`src/rtl/ntsc_capture_pack_pkg.sv`:
```
// Shared widths, frame geometry, FSM states and the FIFO entry layout for the
// NTSC capture write path.
package ntsc_capture_pack_pkg;

  localparam int unsigned LOG_MEM       = 36;
  localparam int unsigned LOG_HCOUNT    = 10;
  localparam int unsigned LOG_VCOUNT    = 10;
  localparam int unsigned PIX_W         = 18;
  localparam int unsigned NTSC_H_ACTIVE = 640;
  localparam int unsigned NTSC_V_ACTIVE = 480;
  localparam int unsigned ENTRY_W       = LOG_MEM + LOG_HCOUNT + LOG_VCOUNT;

  typedef enum logic [1:0] {
    IDLE    = 2'd0,
    ARMED   = 2'd1,
    CAPTURE = 2'd2
  } cap_state_t;

  typedef struct packed {
    logic [LOG_MEM-1:0]    pixel;
    logic [LOG_HCOUNT-1:0] hcount;
    logic [LOG_VCOUNT-1:0] vcount;
  } word_t;

  function automatic logic [LOG_HCOUNT-1:0] sat_inc_h(input logic [LOG_HCOUNT-1:0] v);
    return (&v) ? v : v + LOG_HCOUNT'(1);
  endfunction

  function automatic logic [LOG_VCOUNT-1:0] sat_inc_v(input logic [LOG_VCOUNT-1:0] v);
    return (&v) ? v : v + LOG_VCOUNT'(1);
  endfunction

endpackage

```
`src/rtl/ntsc_capture_pack_if.sv`:
```
// Memory-side write handshake: head word plus flag/done.
interface ntsc_capture_pack_if;
  import ntsc_capture_pack_pkg::*;

  logic                  ntsc_flag;
  logic [LOG_MEM-1:0]    ntsc_pixel;
  logic [LOG_HCOUNT-1:0] ntsc_hcount;
  logic [LOG_VCOUNT-1:0] ntsc_vcount;
  logic                  done_ntsc;

  modport master (
    output ntsc_flag, ntsc_pixel, ntsc_hcount, ntsc_vcount,
    input  done_ntsc
  );

  modport slave (
    input  ntsc_flag, ntsc_pixel, ntsc_hcount, ntsc_vcount,
    output done_ntsc
  );
endinterface

```
`src/rtl/ntsc_capture_pack_fifo.sv`:
```
// Single-clock first-word-fall-through FIFO for packed pixel-pair entries.
// Head reads as zero while empty; push+pop is accepted even when full.
module capture_word_fifo #(
  parameter int unsigned WIDTH     = 56,
  parameter int unsigned DEPTH     = 16,
  parameter int unsigned LOG_DEPTH = 4
) (
  input  logic             clk_i,
  input  logic             rst_i,
  input  logic             push_i,
  input  logic [WIDTH-1:0] push_data_i,
  input  logic             pop_i,
  output logic [WIDTH-1:0] head_o,
  output logic             full_o,
  output logic             empty_o
);

  localparam logic [LOG_DEPTH:0] FULL_CNT = DEPTH[LOG_DEPTH:0];

  logic [WIDTH-1:0]     mem_q [DEPTH];
  logic [LOG_DEPTH-1:0] wr_ptr_q, wr_ptr_d;
  logic [LOG_DEPTH-1:0] rd_ptr_q, rd_ptr_d;
  logic [LOG_DEPTH:0]   count_q, count_d;
  logic                 do_push, do_pop;

  assign empty_o = (count_q == '0);
  assign full_o  = (count_q == FULL_CNT);
  assign do_pop  = pop_i & ~empty_o;
  assign do_push = push_i & (~full_o | do_pop);
  assign head_o  = empty_o ? '0 : mem_q[rd_ptr_q];

  // Pointer and occupancy next-state.
  always_comb begin
    wr_ptr_d = wr_ptr_q;
    rd_ptr_d = rd_ptr_q;
    count_d  = count_q;
    if (do_push) wr_ptr_d = wr_ptr_q + LOG_DEPTH'(1);
    if (do_pop)  rd_ptr_d = rd_ptr_q + LOG_DEPTH'(1);
    unique case ({do_push, do_pop})
      2'b10:   count_d = count_q + (LOG_DEPTH+1)'(1);
      2'b01:   count_d = count_q - (LOG_DEPTH+1)'(1);
      default: count_d = count_q;
    endcase
  end

  // Storage array; contents are don't-care until written.
  always_ff @(posedge clk_i) begin
    if (do_push) mem_q[wr_ptr_q] <= push_data_i;
  end

  // Pointer and occupancy registers.
  always_ff @(posedge clk_i) begin
    if (rst_i) begin
      wr_ptr_q <= '0;
      rd_ptr_q <= '0;
      count_q  <= '0;
    end else begin
      wr_ptr_q <= wr_ptr_d;
      rd_ptr_q <= rd_ptr_d;
      count_q  <= count_d;
    end
  end

endmodule

```
`src/rtl/ntsc_capture_pack.sv`:
```
// Camera-pixel capture: tracks frame position, packs even/odd pixel pairs into
// memory words and queues them toward the memory write handshake.
module ntsc_capture_pack
  import ntsc_capture_pack_pkg::*;
#(
  parameter int unsigned FIFO_DEPTH = 16,
  parameter int unsigned LOG_DEPTH  = 4,
  parameter int unsigned H_ACTIVE   = NTSC_H_ACTIVE,
  parameter int unsigned V_ACTIVE   = NTSC_V_ACTIVE
) (
  input  logic               clock,
  input  logic               reset,
  input  logic               frame_flag,
  input  logic               pix_valid,
  input  logic [PIX_W-1:0]   pix_data,
  input  logic               pix_sof,
  input  logic               pix_eol,
  ntsc_capture_pack_if.master mem,
  output logic               overflow,
  capturing
);

  localparam logic [LOG_HCOUNT-1:0] H_LIM = H_ACTIVE[LOG_HCOUNT-1:0];
  localparam logic [LOG_VCOUNT-1:0] V_LIM = V_ACTIVE[LOG_VCOUNT-1:0];

  cap_state_t            state_q, state_d;
  logic [LOG_HCOUNT-1:0] hcnt_q, hcnt_d;
  logic [LOG_VCOUNT-1:0] vcnt_q, vcnt_d;
  logic [PIX_W-1:0]      lo_q, lo_d;
  logic                  half_q, half_d;
  logic                  ovf_q, ovf_d;

  logic                  sof_acc, pix_acc, eol_act;
  logic [LOG_HCOUNT-1:0] pix_h;
  logic [LOG_VCOUNT-1:0] pix_v;
  logic                  push_req;
  word_t                 push_w, head_w;
  logic                  fifo_full, fifo_empty;

  // A sof pixel is taken in ARMED or CAPTURE and restarts the frame position;
  // its position is forced to (0,0) in the same cycle it is accepted.
  assign sof_acc  = pix_valid & pix_sof & ((state_q == ARMED) | (state_q == CAPTURE));
  assign pix_acc  = pix_valid & ((state_q == CAPTURE) | sof_acc);
  assign eol_act  = pix_eol & ((state_q == CAPTURE) | sof_acc);
  assign pix_h    = sof_acc ? '0 : hcnt_q;
  assign pix_v    = sof_acc ? '0 : vcnt_q;
  assign push_req = pix_acc & pix_h[0] & half_q & (pix_h < H_LIM) & (pix_v < V_LIM);

  // Odd pixel completes the pair; word is addressed by its even partner.
  always_comb begin
    push_w        = '0;
    push_w.pixel  = {pix_data, lo_q};
    push_w.hcount = {pix_h[LOG_HCOUNT-1:1], 1'b0};
    push_w.vcount = pix_v;
  end

  // Capture FSM next-state.
  always_comb begin
    state_d = state_q;
    unique case (state_q)
      IDLE:    if (frame_flag) state_d = ARMED;
      ARMED:   if (pix_valid && pix_sof) state_d = CAPTURE;
      CAPTURE: if (frame_flag) state_d = ARMED;
      default: state_d = IDLE;
    endcase
  end

  // Position counters, half-pair latch and sticky overflow. The accepted pixel
  // is applied before a same-cycle eol, which then resets the line position.
  always_comb begin
    hcnt_d = hcnt_q;
    vcnt_d = vcnt_q;
    lo_d   = lo_q;
    half_d = half_q;
    ovf_d  = ovf_q;
    if (sof_acc) ovf_d = 1'b0;
    if (pix_acc) begin
      hcnt_d = sat_inc_h(pix_h);
      vcnt_d = pix_v;
      if (!pix_h[0]) begin
        lo_d   = pix_data;
        half_d = 1'b1;
      end else begin
        half_d = 1'b0;
      end
    end
    if (eol_act) begin
      hcnt_d = '0;
      vcnt_d = sat_inc_v(pix_v);
      half_d = 1'b0;
    end
    if (push_req && fifo_full && !mem.done_ntsc) ovf_d = 1'b1;
  end

  // State and datapath registers.
  always_ff @(posedge clock) begin
    if (reset) begin
      state_q <= IDLE;
      hcnt_q  <= '0;
      vcnt_q  <= '0;
      lo_q    <= '0;
      half_q  <= 1'b0;
      ovf_q   <= 1'b0;
    end else begin
      state_q <= state_d;
      hcnt_q  <= hcnt_d;
      vcnt_q  <= vcnt_d;
      lo_q    <= lo_d;
      half_q  <= half_d;
      ovf_q   <= ovf_d;
    end
  end

  capture_word_fifo #(
    .WIDTH    (ENTRY_W),
    .DEPTH    (FIFO_DEPTH),
    .LOG_DEPTH(LOG_DEPTH)
  ) u_fifo (
    .clk_i      (clock),
    .rst_i      (reset),
    .push_i     (push_req),
    .push_data_i(push_w),
    .pop_i      (mem.done_ntsc),
    .head_o     (head_w),
    .full_o     (fifo_full),
    .empty_o    (fifo_empty)
  );

  assign mem.ntsc_flag   = ~fifo_empty;
  assign mem.ntsc_pixel  = head_w.pixel;
  assign mem.ntsc_hcount = head_w.hcount;
  assign mem.ntsc_vcount = head_w.vcount;
  assign overflow        = ovf_q;
  assign capturing       = (state_q == CAPTURE);

endmodule

```
`src/flat_wrapper.sv`:
```
// flat-port wrapper written by rule: the top's interface ports become plain ports
module ntsc_capture_pack_flat import ntsc_capture_pack_pkg::*;
#(
  parameter int unsigned FIFO_DEPTH = 16,
  parameter int unsigned LOG_DEPTH  = 4,
  parameter int unsigned H_ACTIVE   = NTSC_H_ACTIVE,
  parameter int unsigned V_ACTIVE   = NTSC_V_ACTIVE
)
  (clock, reset, frame_flag, pix_valid, pix_data, pix_sof, pix_eol, overflow, capturing, mem_ntsc_flag, mem_ntsc_pixel, mem_ntsc_hcount, mem_ntsc_vcount, mem_done_ntsc);
  ntsc_capture_pack_if mem_i ();
  input  logic clock;
  input  logic reset;
  input  logic frame_flag;
  input  logic pix_valid;
  input  logic [PIX_W-1:0] pix_data;
  input  logic pix_sof;
  input  logic pix_eol;
  output logic overflow;
  output logic capturing;
  output wire logic [$bits(mem_i.ntsc_flag)-1:0] mem_ntsc_flag;
  output wire logic [$bits(mem_i.ntsc_pixel)-1:0] mem_ntsc_pixel;
  output wire logic [$bits(mem_i.ntsc_hcount)-1:0] mem_ntsc_hcount;
  output wire logic [$bits(mem_i.ntsc_vcount)-1:0] mem_ntsc_vcount;
  input wire logic [$bits(mem_i.done_ntsc)-1:0] mem_done_ntsc;
  assign mem_ntsc_flag = mem_i.ntsc_flag;
  assign mem_ntsc_pixel = mem_i.ntsc_pixel;
  assign mem_ntsc_hcount = mem_i.ntsc_hcount;
  assign mem_ntsc_vcount = mem_i.ntsc_vcount;
  assign mem_i.done_ntsc = mem_done_ntsc;
  ntsc_capture_pack #(.FIFO_DEPTH(FIFO_DEPTH), .LOG_DEPTH(LOG_DEPTH), .H_ACTIVE(H_ACTIVE), .V_ACTIVE(V_ACTIVE)) u_core (.clock(clock), .reset(reset), .frame_flag(frame_flag), .pix_valid(pix_valid), .pix_data(pix_data), .pix_sof(pix_sof), .pix_eol(pix_eol), .mem(mem_i), .overflow(overflow), .capturing(capturing));
endmodule
```
`config.mk`:
```
export PLATFORM = sky130hd
export DESIGN_NAME = ntsc_capture_pack_flat
export DESIGN_NICKNAME = d
export VERILOG_FILES = /design/src/rtl/ntsc_capture_pack_pkg.sv /design/src/rtl/ntsc_capture_pack_if.sv /design/src/rtl/ntsc_capture_pack_fifo.sv /design/src/rtl/ntsc_capture_pack.sv /design/src/flat_wrapper.sv
export SDC_FILE = /design/constraint.sdc
export NUM_CORES = 1
export LEC_CHECK = 0
export CORE_MARGIN = 5
export CORE_UTILIZATION = 50
export DETAILED_ROUTE_END_ITERATION = 8
export GPL_TIMING_DRIVEN = 0
export PLACE_DENSITY = 0.66
export REMOVE_ABC_BUFFERS = 1
export SETUP_SLACK_MARGIN = 0.02
export SLEW_MARGIN = 20
export SYNTH_ARGS = -nofsm -noshare
export SYNTH_HDL_FRONTEND = slang
export SYNTH_SLANG_ARGS = --single-unit
```
`constraint.sdc`:
```
create_clock -name clock -period 8.2 [get_ports clock]
set_input_delay 1.64 -clock clock [delete_from_list [all_inputs] [get_ports clock]]
set_output_delay 1.64 -clock clock [all_outputs]
set_load 0.005 [all_outputs]
```
Word-level counts from Yosys, hierarchy flattened. Memories as Yosys holds them, arrays and structs flattened. A register that Yosys moved wholly into a read port is not among the register bits. Index checks and enable logic that the tools add are counted.

Register bits after elaboration: 55. RAM bits: 880. Input bits: 25. Output and inout port bits: 59. Word-level logic and storage cells: 74. Memories kept: 1.

$add $sub $neg: 6. $lt $le $gt $ge: 2. Eq/ne operators: 7. Mux-type cells: 18. Bitwise logic cells: 16. Reduce and logical (&&, ||, !) cells: 15.

Memory list: u_core.u_fifo.mem_q (words 16, bits a word 55, read ports 1, clocked after memory_dff 1, write ports 1, line ntsc_capture_pack_fifo.sv:20) `logic [WIDTH-1:0] mem_q [DEPTH];`.

Operators with widths (number): 10-bit two-way mux (6); 56-bit two-way mux (1); 10-bit by 1-bit adder with 10-bit output (second input constant) (2); 10-bit AND reduction (2); 1-bit bitwise AND (10); 10-bit < comparator (second input constant) (1); 10-bit by 9-bit < comparator with 1-bit output (second input constant) (1); 5-bit one-hot mux with 2 select lines (1); 4-bit by 1-bit adder with 4-bit output (second input constant) (2); 4-bit two-way mux (2); 2-bit nonzero test (3); 5-bit by 1-bit adder with 5-bit output (second input constant) (1); 5-bit == test (second input constant) (1); 5-bit zero test (1); 1-bit two-way mux (5); 5-bit by 1-bit subtractor with 5-bit output (second input constant) (1); 2-bit by 1-bit == test with 1-bit output (second input constant) (2); 2-bit == test (second input constant) (2); 2-bit two-way mux (2); 2-bit one-hot mux with 2 select lines (1); 2-bit AND reduction (2); 2-bit OR reduction (2); 1-bit logical AND (3); 1-bit NOT (3); other kinds (5) (7).

Logic depth before layout (Yosys ltp).
Depth in word-level cells: 12. Depth in mapped cells: 11. Depth with buffers taken out: 11.

Hierarchy. From an unflattened synthesis, not the netlist that was laid out.

Cell total of the unflattened synthesis: 1823. Area total of the unflattened synthesis: 37442.2 um^2.

By module, submodules not included: capture_word_fifo (times used 1, cells each 1560, area an instance 35222.5 um^2, seq. area each 27246.1 um^2); ntsc_capture_pack (times used 1, cells each 263, area an instance 2219.6 um^2, seq. area each 840.8 um^2).

Worst setup path before layout. Ideal clock, no wire load.

Path kind: input -> register. From: in pix_sof. To: mem u_core.u_fifo.mem_q[3][0] in the netlist's numbering, enable pin. Library setup time: 0.536 ns. Data arrival time: 6.203 ns. Data required time: 7.664 ns. Path slack: 1.462 ns. Stages: 4. Path buffers: 0. Cells stage by stage: and2_1 nor3_1 nand4_1 nor3_1.

Word-level cells in the longest chain between the ends: 11. Elaborated cells on any way between the ends: 15. Those cells by class: order compare: 2; mux: 4; bitwise: 9.

RTL lines: from (decl) (line flat_wrapper.sv:16) `input logic pix_sof;`; 1-bit bitwise AND * (2 in a row) (line ntsc_capture_pack.sv:42) `assign sof_acc = pix_valid & pix_sof & ((state_q == ARMED) | (state_q == CAPTURE));`; branches (longest 5 deep; another with 10-bit < comparator); 1-bit bitwise AND * (line ntsc_capture_pack.sv:47) `assign push_req = pix_acc & pix_h[0] & half_q & (pix_h < H_LIM) & (pix_v < V_LIM);`; 1-bit bitwise AND * (line ntsc_capture_pack_fifo.sv:29) `assign do_push = push_i & (~full_o | do_pop);`; 1-bit two-way mux * (line ntsc_capture_pack_fifo.sv:48) `if (do_push) mem_q[wr_ptr_q] <= push_data_i;`; 1-bit two-way mux (implied by the code) * (line ntsc_capture_pack_fifo.sv:48); to (decl) (line ntsc_capture_pack_fifo.sv:20).

Mark *: on every way between the ends.

==> flow_metrics.tcl <==
set metrics [dict create \
    power_frac_seq 0.469 \
    syn_area_um2 36300 \
    clockRootBuffer "clkbuf_16" \
    drive_above_1_share 0.260 \
    gp_congestion 0.770 \
    setup_violations 0 \
    vias 17100 \
    cp_cell_sequence "buf_16 > buf_16 > buf_16 > mux4_2 > mux4_2 > and2_1 > clkdlybuf4s50_1" \
    crit_family "buffers and inverters" \
    start_kind "register" \
    synth_fa_ha_area_frac 0.00504 \
    arrival_ns 3.92 \
    cts_buffer_depth 3 \
    postCtsSetupRepairBufs 0 \
    clkPwrFrac 0.343 \
    synth_xor_area_frac 0.00410 \
    synth_top_family_by_area "multiplexers" \
    worst_path_max_delay_cell "dfxtp_4" \
    slowest_delay_ns 0.63 \
    cts_tree "built" \
    slew_headroom 0.336 \
    synth_compound_area_frac 0.0100 \
    grtUsageTotal 0.206 \
    final_common_cell "edfxtp_1" \
    clk_pin_slew_ns 0.06 \
    postLayoutCellArea_um2 42000 \
    antenna_left 0 \
    nets 1834 \
    fin_ws_ns 2.64 \
    power.internal_mw 8.74 \
    postSynthCellCount 1650 \
    dr.first_iter.drc_count 1802 \
    cts_sinks 939 \
    synth_seq_cells 939 \
    whs_ns 0.490 \
    p_sw_frac 0.247 \
    synth_ff_type "edfxtp_1" \
    grt_antenna_before_repair 1 \
    fmax_mhz 180 \
    die_h_um 279 \
    crit_top_cell "buf_16" \
    start_util 0.506 \
    final_cell_mix "880 x edfxtp_1, 275 x mux4_2, 93 x clkbuf_16, 81 x clkdlybuf4s50_1, 73 x and2_1" \
    gr-total-overflow 0 \
    crit_type "register to primary output" \
    ctsResizeCount 0 \
    dr.pass1.iters 5 \
    post_drt_wl_per_cell_um 28.5 \
    fin_crit_sh 0.679 \
    cts_made_buffers 93 \
    placed_cell_area_um2 39100 \
    rsz0062_at_grt "false" \
    finalClockSkew_ns 0.0203 \
    comb_power_share 0.189 \
    port_buffers 82 \
    grt_pass1_vias 18100 \
    ir_worst_vdd_uv 239 \
    placedCellCount 2650 \
    async_reset_ff_frac 0 \
    dp_hpwl_um 44100 \
    hold_viol 0 \
    r2r-end "u_core.vcnt_q[9]" \
    synth_edf_count 880 \
    maxCapViolations 0 \
    report.final.slew_viol_count 0 \
    io_pins 84 \
    p_sw_mw 2.87 \
    diodes 0 \
    ys_warn_count 0 \
    worstSetupEndpointType "primary output" \
    wl_um 80300 \
    finalPower_mw 11.6 \
    ctsHtreeMaxLevel 3 \
    yosys.area_share.simple 0.0357 \
    reg2reg_from "u_core.state_q[0]" \
    cp-endpoint "mem_ntsc_vcount[5]" \
    leakagePower_nw 12.6 \
    critPathBufInv 4 \
    reg2reg_slack_ns 4.19 \
    drc 0 \
    crit_required_ns 6.56 \
    synthMuxAreaShare 0.173 \
    syn2layout_area_growth_pct 15.8 \
    dieArea_um2 78000 \
    die_w_um 279 \
    crit_fanout 32 \
    vias_per_cell 6.08 \
    cp.depth 7 \
    tightest_slew_ns 0.994 \
    rows 98 \
    grt_max_degree 43 \
    postSynthAreaPerCell_um2 22.0 \
    fin_crit_ns 5.56 \
    final_core_util 0.585 \
    final_cells 2816 \
    detailedPlace.worstSlack_ns 2.84 \
    status "complete, no violations" \
    finalSetupTns_ns 0 \
    seq_area_frac_synth 0.761 \
    postCtsHoldBufs 0 \
    core_area_um2 71700 \
    clk_latency_ns 0.64 \
    powerDensity_nw_per_um2 277 \
    yosysUniqueCellTypes 57 \
    grt_pass1_wl_um 118000 \
    hold_path_class "register to register" \
    rr_worst_depth 10 \
]
==> synthesized netlist by cell type, types with 2 or more instances <==
| master | number | share of area |
|---|---|---|
| mux4_2 | 275 | 0.17 |
| or3_1 | 2 | 0.00034 |
| and4_1 | 2 | 0.00048 |
| o21ai_1 | 3 | 0.00041 |
| mux2i_1 | 3 | 0.00083 |
| dfxtp_1 | 59 | 0.033 |
| xor2_1 | 4 | 0.00097 |
| o21ai_0 | 8 | 0.0011 |
| and2_1 | 73 | 0.013 |
| nand2_1 | 53 | 0.0055 |
| mux2_1 | 5 | 0.0016 |
| buf_2 | 21 | 0.0029 |
| a21oi_1 | 29 | 0.0040 |
| nand3_1 | 14 | 0.0019 |
| buf_1 | 20 | 0.0021 |
| or4_1 | 2 | 0.00041 |
| nand4_1 | 4 | 0.00069 |
| and3_1 | 17 | 0.0029 |
| xnor2_1 | 13 | 0.0031 |
| nor2b_1 | 8 | 0.0014 |
| nor3b_1 | 2 | 0.00041 |
| ha_1 | 13 | 0.0045 |
| a211oi_1 | 3 | 0.00062 |
| inv_1 | 11 | 0.0011 |
| nand2b_1 | 2 | 0.00034 |
| nor3_1 | 11 | 0.0015 |
| clkbuf_1 | 40 | 0.0041 |
| nor4_1 | 5 | 0.00086 |
| nor2_1 | 40 | 0.0041 |
| edfxtp_1 | 880 | 0.73 |
| o21a_1 | 2 | 0.00041 |
==> worst min-delay path by stage <==
stage | from | endpoint | slack (ns) | cells after the start
after floorplan | u_core.u_fifo.rd_ptr_q[3] | register | 0.45 | 2
after global placement | u_core.half_q | u_core.half_q | 0.47 | 2
after detailed placement | u_core.half_q | u_core.half_q | 0.48 | 2
after CTS | u_core.u_fifo.rd_ptr_q[1] | register | 0.49 | 2
after global routing | u_core.u_fifo.rd_ptr_q[3] | register | 0.52 | 2
final | u_core.u_fifo.rd_ptr_q[1] | register | 0.49 | 2
==> cell families (layout without fill, tap and decap cells) <==
group	after synthesis	after routing
DFF	939	939
xor gates and xnor gates	17	17
other	1	1
and+or+nand+nor	243	243
muxes	283	283
AOI/OAI and AO/OA	59	59
adders and majority gates	14	14
buffers and inverters	94	310
==> tightest hold or removal path, cell delays in order, from the launching register on <==
cell and delay [ns]:
dfxtp_1 0.32, nand2_1 0.06, a21oi_1 0.06
==> final cells by class <==
| cell class | instances | area [um2] |
|---|---|---|
| Fill cell | 5096 | 29700 |
| Sequential cell | 939 | 27600 |
| Multi-Input combinational cell | 617 | 8380 |
| Clock buffer | 125 | 2530 |
| Timing Repair Buffer | 133 | 1920 |
| Tap cell | 950 | 1190 |
| Clock inverter | 41 | 310 |
| Inverter | 11 | 41.3 |
==> metal layers <==
layer,global-route usage,wire (um),up-vias
met5,0,0,-
met4,0.0526,1940,0
met3,0.0348,5250,129
met2,0.327,38800,631
met1,0.305,34300,9214
li1,-,-,7159
==> power groups by stage <==
stage	sequential [mW]	clock, mW	combinational (mW)
2_1_floorplan	5.69	0	1.34
3_3_place_gp	5.83	0	2.35
3_5_place_dp	5.54	0	2.25
4_1_cts	5.44	4.05	2.26
5_1_grt	5.45	4.24	2.37
6_report	5.44	3.98	2.19
==> registers in the layout, summed over array words and instances, names as in the netlist, named ones only <==
signal	cells
u_core.state_q	2
u_core.u_fifo.mem_q	880
u_core.vcnt_q	10
u_core.hcnt_q	10
u_core.lo_q	18
u_core.u_fifo.count_q	5
u_core.u_fifo.rd_ptr_q	4
u_core.overflow	1
u_core.u_fifo.wr_ptr_q	4
u_core.half_q	1
(Power assumes the default switching activity.)
